`config.mk`:
```
export PLATFORM = sky130hd
export DESIGN_NAME = net_tx_sched
export DESIGN_NICKNAME = d
export VERILOG_FILES = /design/src/rtl/net_pkg.sv /design/src/rtl/net_link_wd.sv /design/src/rtl/net_tx_sched.sv
export SDC_FILE = /design/constraint.sdc
export NUM_CORES = 1
export LEC_CHECK = 0
export ABC_CLOCK_PERIOD_IN_PS = 5800
export CORE_MARGIN = 3
export CORE_UTILIZATION = 55
export CTS_CLUSTER_DIAMETER = 60
export CTS_CLUSTER_SIZE = 25
export DETAILED_ROUTE_END_ITERATION = 6
export DONT_BUFFER_PORTS = 1
export PLACE_DENSITY = 0.69
export SETUP_SLACK_MARGIN = 0.05
export SYNTH_ARGS = -nofsm -noshare
export SYNTH_HDL_FRONTEND = slang
export SYNTH_HIERARCHICAL = 1
export SYNTH_SLANG_ARGS = --single-unit
```
`constraint.sdc`:
```
create_clock -name eth_refclk -period 5.8 [get_ports eth_refclk]
set_clock_uncertainty 0.1 [all_clocks]
set_input_delay 1.16 -clock eth_refclk [delete_from_list [all_inputs] [get_ports eth_refclk]]
set_output_delay 1.16 -clock eth_refclk [all_outputs]
set_load 0.05 [all_outputs]
```
`src/rtl/net_pkg.sv`:
```
// rtl/net_pkg.sv - scheduler states, payload bit layout and payload packing shared by net transmit/receive
package net_pkg;

  localparam int PAYLOAD_W = 44;

  localparam int X_LSB    = 33;
  localparam int X_W      = 11;
  localparam int Y_LSB    = 21;
  localparam int Y_W      = 11;
  localparam int DIR_LSB  = 11;
  localparam int DIR_W    = 9;
  localparam int GAME_LSB = 5;
  localparam int GAME_W   = 3;
  localparam int RST_BIT  = 3;

  typedef enum logic [1:0] {
    ST_IDLE      = 2'd0,
    ST_REQ       = 2'd1,
    ST_WAIT_DONE = 2'd2,
    ST_GAP       = 2'd3
  } net_state_e;

  // Unused payload bits stay zero so the receiver can treat them as reserved.
  function automatic logic [PAYLOAD_W-1:0] pack_payload(
    input logic [X_W-1:0]    x,
    input logic [Y_W-1:0]    y,
    input logic [DIR_W-1:0]  dir,
    input logic [GAME_W-1:0] game,
    input logic              rst_flag
  );
    logic [PAYLOAD_W-1:0] p;
    p                        = '0;
    p[X_LSB +: X_W]          = x;
    p[Y_LSB +: Y_W]          = y;
    p[DIR_LSB +: DIR_W]      = dir;
    p[GAME_LSB +: GAME_W]    = game;
    p[RST_BIT]               = rst_flag;
    return p;
  endfunction

endpackage

```
`src/rtl/net_link_wd.sv`:
```
// rtl/net_link_wd.sv - link watchdog: drops link_up after LINK_FRAMES frames with no received packet
module net_link_wd
  import net_pkg::*;
#(
  parameter int LINK_FRAMES = 30
) (
  input  logic clk,
  input  logic rst,
  input  logic vsync_edge,
  input  logic rx_valid,
  output logic link_up
);

  localparam int FC_W = $clog2(LINK_FRAMES + 1);

  logic [FC_W-1:0] frame_cnt_q, frame_cnt_d;
  logic            link_up_q, link_up_d;

  // A received packet revives the link; frames without one count toward timeout (counter saturates).
  always_comb begin
    frame_cnt_d = frame_cnt_q;
    link_up_d   = link_up_q;
    if (rx_valid) begin
      frame_cnt_d = '0;
      link_up_d   = 1'b1;
    end else if (vsync_edge) begin
      if (frame_cnt_q != FC_W'(LINK_FRAMES)) begin
        frame_cnt_d = frame_cnt_q + FC_W'(1);
      end
      if (frame_cnt_d == FC_W'(LINK_FRAMES)) begin
        link_up_d = 1'b0;
      end
    end
  end

  // Watchdog state registers.
  always_ff @(posedge clk) begin
    if (rst) begin
      frame_cnt_q <= '0;
      link_up_q   <= 1'b0;
    end else begin
      frame_cnt_q <= frame_cnt_d;
      link_up_q   <= link_up_d;
    end
  end

  assign link_up = link_up_q;

endmodule

```
`src/rtl/net_tx_sched.sv`:
```
// rtl/net_tx_sched.sv - paces frame/reset packet requests to the transmitter; link watchdog under NET_LINK_WATCHDOG_EN
module net_tx_sched
  import net_pkg::*;
#(
  parameter int GAP_CYCLES   = 64,
  parameter int DONE_TIMEOUT = 4096,
  parameter int LINK_FRAMES  = 30
) (
  input  logic        eth_refclk,
  input  logic        eth_rst,
  input  logic        vsync_in,
  input  logic [10:0] player_x,
  input  logic [10:0] player_y,
  input  logic [8:0]  direction,
  input  logic [2:0]  game_stat,
  input  logic        reset_req,
  input  logic        tx_ready,
  input  logic        tx_done,
  input  logic        rx_valid,
  output logic        tx_valid,
  output logic [43:0] tx_data,
  output logic        busy,
  output logic        link_up,
  output logic [7:0]  drop_cnt
);

  localparam int CNT_MAX = (DONE_TIMEOUT > GAP_CYCLES) ? DONE_TIMEOUT : GAP_CYCLES;
  localparam int CNT_W   = $clog2(CNT_MAX + 1);

  net_state_e           state_q, state_d;
  logic                 tx_valid_q, tx_valid_d;
  logic [PAYLOAD_W-1:0] tx_data_q, tx_data_d;
  logic                 busy_q, busy_d;
  logic [7:0]           drop_cnt_q, drop_cnt_d;
  logic [CNT_W-1:0]     cnt_q, cnt_d;
  logic                 frame_pend_q, frame_pend_d;
  logic                 reset_pend_q, reset_pend_d;
  logic                 serve_reset_q, serve_reset_d;
  logic                 vsync_prev_q, vsync_prev_d;

  logic vsync_edge, frame_any, reset_any, clr_frame, clr_reset;

  // Next-state logic: events seen this cycle count as pending so IDLE can launch without an extra cycle.
  always_comb begin
    vsync_edge    = vsync_in & ~vsync_prev_q;
    frame_any     = frame_pend_q | vsync_edge;
    reset_any     = reset_pend_q | reset_req;
    state_d       = state_q;
    tx_valid_d    = tx_valid_q;
    tx_data_d     = tx_data_q;
    drop_cnt_d    = drop_cnt_q;
    cnt_d         = cnt_q;
    serve_reset_d = serve_reset_q;
    clr_frame     = 1'b0;
    clr_reset     = 1'b0;

    case (state_q)
      ST_IDLE: begin
        if (frame_any | reset_any) begin
          state_d       = ST_REQ;
          tx_valid_d    = 1'b1;
          serve_reset_d = reset_any;
          tx_data_d     = pack_payload(player_x, player_y, direction, game_stat, reset_any);
        end
      end
      ST_REQ: begin
        if (tx_valid_q & tx_ready) begin
          // Any accepted packet satisfies the frame request; a reset packet also consumes the reset request.
          state_d    = ST_WAIT_DONE;
          tx_valid_d = 1'b0;
          cnt_d      = '0;
          clr_frame  = 1'b1;
          clr_reset  = serve_reset_q;
        end
      end
      ST_WAIT_DONE: begin
        if (tx_done) begin
          state_d = ST_GAP;
          cnt_d   = '0;
        end else if (cnt_q == CNT_W'(DONE_TIMEOUT - 1)) begin
          state_d = ST_GAP;
          cnt_d   = '0;
          if (drop_cnt_q != 8'hFF) begin
            drop_cnt_d = drop_cnt_q + 8'd1;
          end
        end else begin
          cnt_d = cnt_q + CNT_W'(1);
        end
      end
      ST_GAP: begin
        if (cnt_q == CNT_W'(GAP_CYCLES - 1)) begin
          state_d = ST_IDLE;
        end else begin
          cnt_d = cnt_q + CNT_W'(1);
        end
      end
      default: begin
        state_d = ST_IDLE;
      end
    endcase

    // New events win over a same-cycle clear so a request arriving at handshake is not lost.
    frame_pend_d = (frame_pend_q & ~clr_frame) | vsync_edge;
    reset_pend_d = (reset_pend_q & ~clr_reset) | reset_req;
    busy_d       = (state_d != ST_IDLE);
    vsync_prev_d = vsync_in;
  end

  // Scheduler FSM and its registered outputs.
  always_ff @(posedge eth_refclk) begin
    if (eth_rst) begin
      state_q       <= ST_IDLE;
      tx_valid_q    <= 1'b0;
      tx_data_q     <= '0;
      busy_q        <= 1'b0;
      drop_cnt_q    <= 8'd0;
      cnt_q         <= '0;
      frame_pend_q  <= 1'b0;
      reset_pend_q  <= 1'b0;
      serve_reset_q <= 1'b0;
      vsync_prev_q  <= 1'b0;
    end else begin
      state_q       <= state_d;
      tx_valid_q    <= tx_valid_d;
      tx_data_q     <= tx_data_d;
      busy_q        <= busy_d;
      drop_cnt_q    <= drop_cnt_d;
      cnt_q         <= cnt_d;
      frame_pend_q  <= frame_pend_d;
      reset_pend_q  <= reset_pend_d;
      serve_reset_q <= serve_reset_d;
      vsync_prev_q  <= vsync_prev_d;
    end
  end

  assign tx_valid = tx_valid_q;
  assign tx_data  = tx_data_q;
  assign busy     = busy_q;
  assign drop_cnt = drop_cnt_q;

`ifdef NET_LINK_WATCHDOG_EN
  net_link_wd #(
    .LINK_FRAMES(LINK_FRAMES)
  ) u_link_wd (
    .clk       (eth_refclk),
    .rst       (eth_rst),
    .vsync_edge(vsync_edge),
    .rx_valid  (rx_valid),
    .link_up   (link_up)
  );
`else
  // Without the watchdog the link is assumed always up and receive activity is ignored.
  localparam int unused_link_frames = LINK_FRAMES;
  logic unused_rx;
  assign unused_rx = rx_valid;
  assign link_up   = 1'b1;
`endif

endmodule

```
**Word level (Yosys, flattened, before mapping)**

Index checks and enable logic that the tools add are counted.

- Register bits after elaboration: 64
- Latch bits: 0
- RAM bits: 0
- Memory bits (read-only): 0
- Bits of input ports: 41
- Output and inout bits: 55
- Logic and storage cells: 60
- Memories kept: 0

- $add $sub $neg: 2
- $mul: 0
- Div/mod/pow operators: 0
- $lt $le $gt $ge: 0
- Eq/ne operators: 9
- Shifts and indexed selects: 0
- Mux-type cells: 18
- Bitwise operators: 13
- Reduce and logical (&&, ||, !) cells: 8

Operator list:

| cell | number |
|---|---|
| $mux 13 | 4 |
| $pmux 13 s3 | 1 |
| $add 13x1->13 const B | 1 |
| $eq 13x12->1 const B | 1 |
| $eq 13x6->1 const B | 1 |
| $mux 2 | 5 |
| $add 8x1->8 const B | 1 |
| $ne 8x8->1 const B | 1 |
| $pmux 2 s4 | 1 |
| $mux 1 | 6 |
| $ne 2x2->1 const B | 3 |
| $reduce_and 3->1 | 2 |
| $or 1x1->1 | 5 |
| $and 1x1->1 | 4 |
| $eq 2x2->1 const B | 2 |
| $not 1->1 | 4 |
| $reduce_and 4->1 | 1 |
| $reduce_bool 2->1 | 2 |
| $reduce_bool 3->1 | 1 |
| $eq 2x1->1 const B | 1 |
| $logic_not 2->1 | 1 |
| $pmux 1 s2 | 1 |
| $reduce_and 2->1 | 1 |

**Depth between registers and ports, before layout**

Gate-level depths: netlist of run 1.

- Word-level depth: 7
- Gate-level depth with buffers: 7
- Depth with buffers taken out: 6

**Worst setup path after synthesis of run 1**

OpenSTA, ideal clock, no wires.

- Path kind: input to register
- Start point: input port tx_done
- End point: register drop_cnt_q[6] (netlist: drop_cnt[6])
- Setup time: 61 ps
- Data arrival time: 2609 ps
- Required time: 5639 ps
- Setup slack: 3030 ps
- Stages: 5
- Path buffers: 0
- Cell sequence: or3b_2 a41oi_2 nand2_2 or4_1 nand2_1

- Word-level cells in the longest chain between the ends: 2

Ends and longest elaborated chain:

| what | RTL line | text |
|---|---|---|
| from (decl) | net_tx_sched.sv:18 | `input logic tx_done,` |
| $not 1->1 (no source line) | n/a |  |
| $reduce_and 4->1 (no source line) | n/a |  |
| to (signal assigned) | net_tx_sched.sv:127 | `drop_cnt_q <= drop_cnt_d;` |
| to (decl) | net_tx_sched.sv:34 | `logic [7:0] drop_cnt_q, drop_cnt_d;` |

No other way between the ends.
A chain may end at the register's enable or synchronous reset.

**Final worst setup path of run 1**

- Start point: input port vsync_in
- End point: register tx_data_q[31] (netlist: tx_data[31])

- Word-level cells in the longest chain between the ends: 4

Ends and longest elaborated chain:

| what | RTL line | text |
|---|---|---|
| from (decl) | net_tx_sched.sv:11 | `input logic vsync_in,` |
| $and 1x1->1 | net_tx_sched.sv:45 | `vsync_edge = vsync_in & ~vsync_prev_q;` |
| $or 1x1->1 | net_tx_sched.sv:46 | `frame_any = frame_pend_q \| vsync_edge;` |
| $or 1x1->1 | net_tx_sched.sv:59 | `if (frame_any \| reset_any) begin` |
| $reduce_and 2->1 (no source line) | n/a |  |
| to (signal assigned) | net_tx_sched.sv:125 | `tx_data_q <= tx_data_d;` |
| to (decl) | net_tx_sched.sv:32 | `logic [PAYLOAD_W-1:0] tx_data_q, tx_data_d;` |

No other way between the ends.

==> results of run 1 <==
==> cell type report <==
class	count	area [um2]
clock buffer	13	149
clock inverter	3	42.5
fill	421	1720
inverter	5	18.8
multi-input combinational	238	1250
sequential	63	1260
tap	52	65.1
==> where the power goes <==
| part | internal, W | switching (W) | total (W) |
|---|---|---|---|
| Sequential | 0.000459 | 0.0000948 | 0.000553 |
| Clock | 0.000210 | 0.000158 | 0.000368 |
| Combinational | 0.0000225 | 0.0000578 | 0.0000803 |
==> metal layers <==
layer	up-vias	track usage, %	wire length (um)
met4	0	12.6	82
met5	-	0	0
met2	73	29.1	2430
met1	934	22.4	2260
li1	1056	-	-
met3	10	6.86	503
==> flip-flops by register name, summed over array words and instances (netlist names) <==
register and count:
tx_data 35, cnt_q 13, drop_cnt 8, state_q 2, busy 1, frame_pend_q 1
reset_pend_q 1, tx_valid 1, vsync_prev_q 1
==> cells by family after synthesis <==
kind of cell    count (synthesis)
compound gates                 59
xor+xnor                       15
fa+ha+maj                       2
buf+inv                        30
flops                          63
other cells                     2
simple gates                  152
==> metrics by stage <==
stage | setup WS [ns] | instances
3_5_place_dp | 2.70 | 358
2_1_floorplan | 3.03 | 331
3_3_place_gp | 2.74 | 358
6_report | 3.04 | 374
5_1_grt | 2.88 | 374
4_1_cts | 3.05 | 374
==> layout by cell type (no fill, tap or decap), drive strengths merged, types with 2 or more instances in the layout <==
| master | n |
|---|---|
| ha | 2 |
| nor2 | 26 |
| nand3 | 8 |
| nand2 | 84 |
| and3 | 3 |
| o21ai | 3 |
| inv | 5 |
| or3b | 2 |
| a21oi | 40 |
| xnor2 | 2 |
| nor3 | 3 |
| or4 | 4 |
| o2111ai | 2 |
| clkbuf | 13 |
| nand4 | 7 |
| o211ai | 4 |
| a22oi | 2 |
| a31oi | 3 |
| dfxtp | 63 |
| and2 | 4 |
| xor2 | 13 |
| nor2b | 4 |
| conb | 10 |
| nor4 | 2 |
==> worst max-delay path, cell delays in order <==
cell	delay [ns]
nor2b_1	0.11
or4_1	0.44
nand2_1	0.88
nand2_1	0.14
a21oi_1	0.18
==> how the worst max path moves through the flow <==
stage | startpoint | endpoint | slack, ns | cells past startpoint
detailed placement | vsync_in | tx_data[31] | 2.70 | 5
global placement | vsync_in | tx_data[11] | 2.74 | 5
CTS | vsync_in | tx_data[31] | 3.05 | 5
floorplan | tx_done | drop_cnt[6] | 3.03 | 5
global route | vsync_in | tx_data[6] | 2.88 | 5
finish | vsync_in | tx_data[31] | 3.04 | 5
==> impl_results.md, run 1 <==
* Outcome: finished, final reports clean
* CTS Sinks at 63
* Ports at 96
* Total power at 0.00100 W
* Synthesized instance count at ~320
* Simple-gate area share of the yosys netlist at 26.1%
* Reg2reg start: cnt_q[0]
* Synth area leader: dfxtp_1
* Endpoints failing hold at 0
* Core Rows at 24
* Area share of the largest cell type after synthesis at 47.5%
* Pre-Repair DR Iteration Count at 4
* Num CTS Buffers at 9
* Adder-cell share of the synthesized area at less than 1%
* Drt total wl at about 5300 um
* Final antenna diode count at 0
* CP Max Fanout at 36
* Post-synthesis area per instance at 8.21 um2
* Tcrit/Tclk final at 47.5%
* Die height at 75.4 um
* CTS Hold Bufs at 0
* Flops & latches, synth at 63
* Hpwl dp at 3610 um
* Startpoint Class: input pin
* Initial antenna violation count at 0
* Final Cell Area at 2790 um2
* Worst hold path class: register to register
* Effective utilization at floorplan at 58.9%
* Max_slew headroom at 19.4%
* Worst hold slack at 0.382 ns
* Leading cell types by count after synthesis: nand2_1, dfxtp_1, a21oi_1, nor2_1, xor2_1
* Die Width at ~75 um
* Gr ovfl total at 0
* Cells on worst reg2reg path at 6
* Largest net degree at the start of global routing at 55
* Port bufs at 0
* Worst-Margin Slew at 1.21 ns
* Post-synth ARST share at 0%
* Hold path depth at 2
* Ys Warns at 6
* Share of cells above drive strength 1 at 7.14%
* Total track usage at 19.0%
* Number of synthesized flops with an enable pin at 0
* Seq/Total Area, Yosys at 47.5%
* Peak VDD IR at 0.000202 V
* WP data required at 5.97 ns
* Post-CTS Setup Repair Bufs at 0
* Upper clock frequency limit at 363 MHz
* First-pass GRT wire length at 8280 um
* Reg2Reg Setup Slack at 3.20 ns
* CTS resizes at 0
* Drt drc at 0
* Syn Std Cell Area at 2650 um2
* Mux cell area share after synthesis at 0%
* PD cells at 359 nW/um2
* Vias in the first global route at ~1900
* Min Tclk post-route at about 2.8 ns
* XOR/XNOR Fraction of Synth Area at just under 5%
* Post-synth top flop: dfxtp_1
* Setup tns final at 0 ns
* Max-slew violation count at 0
* NumNets Final at 360
* Min-delay src: frame_pend_q
* Total number of vias at 2073
* Clock transition at the registers of the reported paths at 0.06 ns
* Worst Path Arrival at 2.92 ns
* Initial DRC count at 99
* Crit path kind: input pin to register
* Largest family of logic cells by synthesized area: simple AND/OR/NAND/NOR gates
* Vias/cell at 5.54
* Placed Instance Area at around 2600 um2
* CTS root buf: clkbuf_8
* Final ANT Viol Nets at 0
* Finished Core Util at between 60% and 70%
* Ranking of synthesized cells by area: dfxtp_1, nand2_1, a21oi_1
* Clk_lat worst skew at 0.33 ns
* Routability cong. at 0.734
* Cell leakage power at between 1 and 1.5 nW
* # setup viols final at 0
* DIE AREA at roughly 5700 um2
* Area grow syn2layout at 5.05%
* Synth Area in Compound Gates at 13.7%
* Hold Path End: frame_pend_q
* Clock Tree Buf Depth at 2
* RSZ-0062 raised after global routing: no
* WL/cell at 14.1 um
* CORE AREA at 4500 um2
* Most frequent cell after synthesis: nand2_1
* Maximum Capacitance Violations at 0
* H-tree levels at 3
* CP endpoint kind: register
* Clock tree from TritonCTS: done
* Post-synth cell types at 43
* FF-to-FF End: cnt_q[3]
Power figures use the tool's default switching activity.
==> inputs of run 2 (changes only) <==
--- a/config.mk
+++ b/config.mk
@@ -5,7 +5,7 @@
 export SDC_FILE = /design/constraint.sdc
 export NUM_CORES = 1
 export LEC_CHECK = 0
-export ABC_CLOCK_PERIOD_IN_PS = 5800
+export ABC_CLOCK_PERIOD_IN_PS = 2800
 export CORE_MARGIN = 3
 export CORE_UTILIZATION = 55
 export CTS_CLUSTER_DIAMETER = 60
==> constraint.sdc (replaced) <==
create_clock -name eth_refclk -period 2.8 [get_ports eth_refclk]
set_clock_uncertainty 0.1 [all_clocks]
set_input_delay 0.56 -clock eth_refclk [delete_from_list [all_inputs] [get_ports eth_refclk]]
set_output_delay 0.56 -clock eth_refclk [all_outputs]
set_load 0.05 [all_outputs]
==> run 2 against run 1 <==
- first-iteration DRC count is 17% lower
- die area is the same
- sequential share of layout area decreased by 1.1 points
- non-clock buffer count is 4 higher
- critical endpoint is now busy
==> impl_results.md, run 2 (synthesized netlist as in run 1, its figures left out) <==
* DIE AREA at 5690 um2 (unchanged)
* Largest net degree at the start of global routing at 55 (unchanged)
* Worst hold path class: input pin to register (was register to register)
* Met3 wire length at 467 um (was 503 um)
* Upper clock frequency limit at approximately 420 MHz
* H-tree levels at 3 (unchanged)
* Total power at 0.00221 W (was 0.00100 W)
* Min Tclk post-route at between 2 and 2.5 ns
* Startpoint Class: register (was input pin)
* Slowest cell on crit path: or4_1 (was nand2_1)
* Final ANT Viol Nets at 0 (unchanged)
* Gr ovfl total at 0 (unchanged)
* Hpwl dp at 3620 um (was 3610 um)
* Die height at 75.4 um (unchanged)
* Hold Path End: drop_cnt[1] (was frame_pend_q)
* Core Rows at 24 (unchanged)
* Tcrit/Tclk final at a little over four fifths
* Min-delay src: eth_rst (was frame_pend_q)
* Total track usage at 18.9% (was 19.0%)
* Num CTS Buffers at 9 (unchanged)
* NumNets Final at 364 (was 360)
* Port bufs at 0 (unchanged)
* PD cells at 774 nW/um2 (was 359 nW/um2)
* Reg2Reg Setup Slack at 0.43 ns (was 3.20 ns)
* Endpoints failing hold at 0 (unchanged)
* Pre-Repair DR Iteration Count at 4 (unchanged)
* # setup viols final at 0 (unchanged)
* Hold path depth at 1 (was 2)
* Peak VDD IR at 0.000507 V (was 0.000202 V)
* Worst path cell trace: or4_1, or4_1, o21ai_4, nor2_2, or2_1 (was nor2b_1, or4_1, nand2_1, nand2_1, a21oi_1)
* Vias in the first global route at 1883 (was 1910)
* First-pass GRT wire length at 8200 um (was 8280 um)
* Commonest non-fill, non-tap cell in the layout: nand2_1 (unchanged)
* Total number of vias at 2089 (was 2073)
* Drt drc at 0 (unchanged)
* Max_slew headroom at 21.5% (was 19.4%)
* Max layer used: met4 (unchanged)
* CTS Hold Bufs at 0 (unchanged)
* Post-Layout Cell Count at 378 (was 374)
* Final antenna diode count at 0 (unchanged)
* Crit path kind: register to register (was input pin to register)
* Routability cong. at 0.771 (was 0.734)
* Clk_lat worst skew at 0.33 ns (about the same)
* Area grow syn2layout at 7.64% (was 5.05%)
* Commonest cells after routing, fill and taps aside: nand2_1, dfxtp_1, a21oi_1 (unchanged)
* Initial DRC count at 82 (was 99)
* Critical Path Most Common Cell: or4_1 (was nand2_1)
* Final Cell Area at 2860 um2 (was 2790 um2)
* Cell leakage power at 1.10 nW (was 1.07 nW)
* Effective utilization at floorplan at 58.9% (unchanged)
* CTS Sinks at 63 (unchanged)
* Worst-Margin Slew at 1.18 ns (was 1.21 ns)
* Die Width at 75.4 um (unchanged)
* Vias/cell at 5.53 (was 5.54)
* Initial antenna violation count at 0 (unchanged)
* Reg2reg start: cnt_q[9] (was cnt_q[0])
* Maximum Capacitance Violations at 0 (unchanged)
* Drt total wl at 5280 um (was 5270 um)
* PnR worst setup slack at 0.430 ns (was 3.04 ns)
* Fill cells at 393 (was 421)
* Wire length on met2 at 2520 um (was 2430 um)
* Placement Setup Slack at 0.424 ns (was 2.70 ns)
* Outcome: finished, final reports clean (unchanged)
* Placed cells at 362 (was 358)
* Worst Path Arrival at 2.49 ns (was 2.92 ns)
* FF-to-FF End: busy (was cnt_q[3])
* Ports at 96 (unchanged)
* Setup tns final at 0 ns (unchanged)
* RSZ-0062 raised after global routing: no (unchanged)
* WP data required at 2.92 ns (was 5.97 ns)
* WL/cell at 14.0 um (was 14.1 um)
* DRT met1 WL at 2210 um (was 2260 um)
* Placed Instance Area at 2630 um2 (was 2590 um2)
* CTS root buf: clkbuf_8 (unchanged)
* Share of cells above drive strength 1 at 9.20% (was 7.14%)
* CORE AREA at 4500 um2 (unchanged)
* Clock Tree Buf Depth at 2 (unchanged)
* Clock transition at the registers of the reported paths at 0.07 ns (was 0.06 ns)
* Post-CTS Setup Repair Bufs at 0 (unchanged)
* CP Max Fanout at 8 (was 36)
* Crit path largest cell delay at 0.66 ns (was 0.88 ns)
* CP endpoint kind: register (unchanged)
* CTS resizes at 0 (unchanged)
* Cells on worst reg2reg path at 5 (was 6)
* Clock tree from TritonCTS: done (unchanged)
* Number of flip-flops in the largest register at 35 (unchanged)
* Max-slew violation count at 0 (unchanged)
==> run 2: cell count changes in the layout (fill, tap and decap cells not counted) <==
cell        before  now
clkinv_4         0    1
clkbuf_1         3    0
inv_6            0    1
clkinvlp_4       1    2
buf_4            0    4
bufinv_16        1    2
clkinv_2         1    0
==> run 2: worst max path at each step <==
stage	from	end	slack, ns	cells after the start
2_1_floorplan	cnt_q[0]	drop_cnt[6]	0.62	6
3_3_place_gp	cnt_q[9]	busy	0.45	5
5_1_grt	cnt_q[9]	busy	0.30	5
6_report	cnt_q[9]	busy	0.43	5
4_1_cts	cnt_q[9]	busy	0.40	5
3_5_place_dp	cnt_q[9]	busy	0.42	5
==> run 2: final cells by class <==
class | count | area [um2] | area share [%]
well taps | 52 | 65.1 | 2.28
repair buffers | 4 | 30.0 | 1.05
clock inverters | 6 | 92.6 | 3.24
inverters | 5 | 18.8 | 0.657
flip-flops and latches | 63 | 1260 | 44.2
clock buffers | 10 | 138 | 4.82
multi-input cells | 238 | 1250 | 43.8
==> run 2: worst max-delay path: cells and delay by family, from the launching register on <==
kind             cells  cell delay, ns
flip-flops           1            0.37
AO/OA/AOI/OAI        1            0.31
AND/OR/NAND/NOR      4            1.47
==> run 2: stage by stage <==
| stage | util (%) | hold WS, ns |
|---|---|---|
| finish | 63.4 | 0.187 |
| floorplan | - | 0.348 |
| global route | 63.4 | 0.167 |
| global placement | 58.3 | 0.363 |
| detailed placement | 58.3 | 0.372 |
| CTS | 63.4 | 0.177 |
==> run 2: where the power goes <==
part / internal, W / leakage, nW / switching [W]
clock: 0.000530 / 0.109 / 0.000362
combinational: 0.0000505 / 0.478 / 0.000128
sequential: 0.000949 / 0.516 / 0.000190
==> run 2: layer usage <==
layer  track usage (%)  vias to the layer above
met5                 0                        -
li1                  -                     1068
met2              30.8                       66
met4              8.74                        0
met3              7.52                       10
met1              21.9                      945
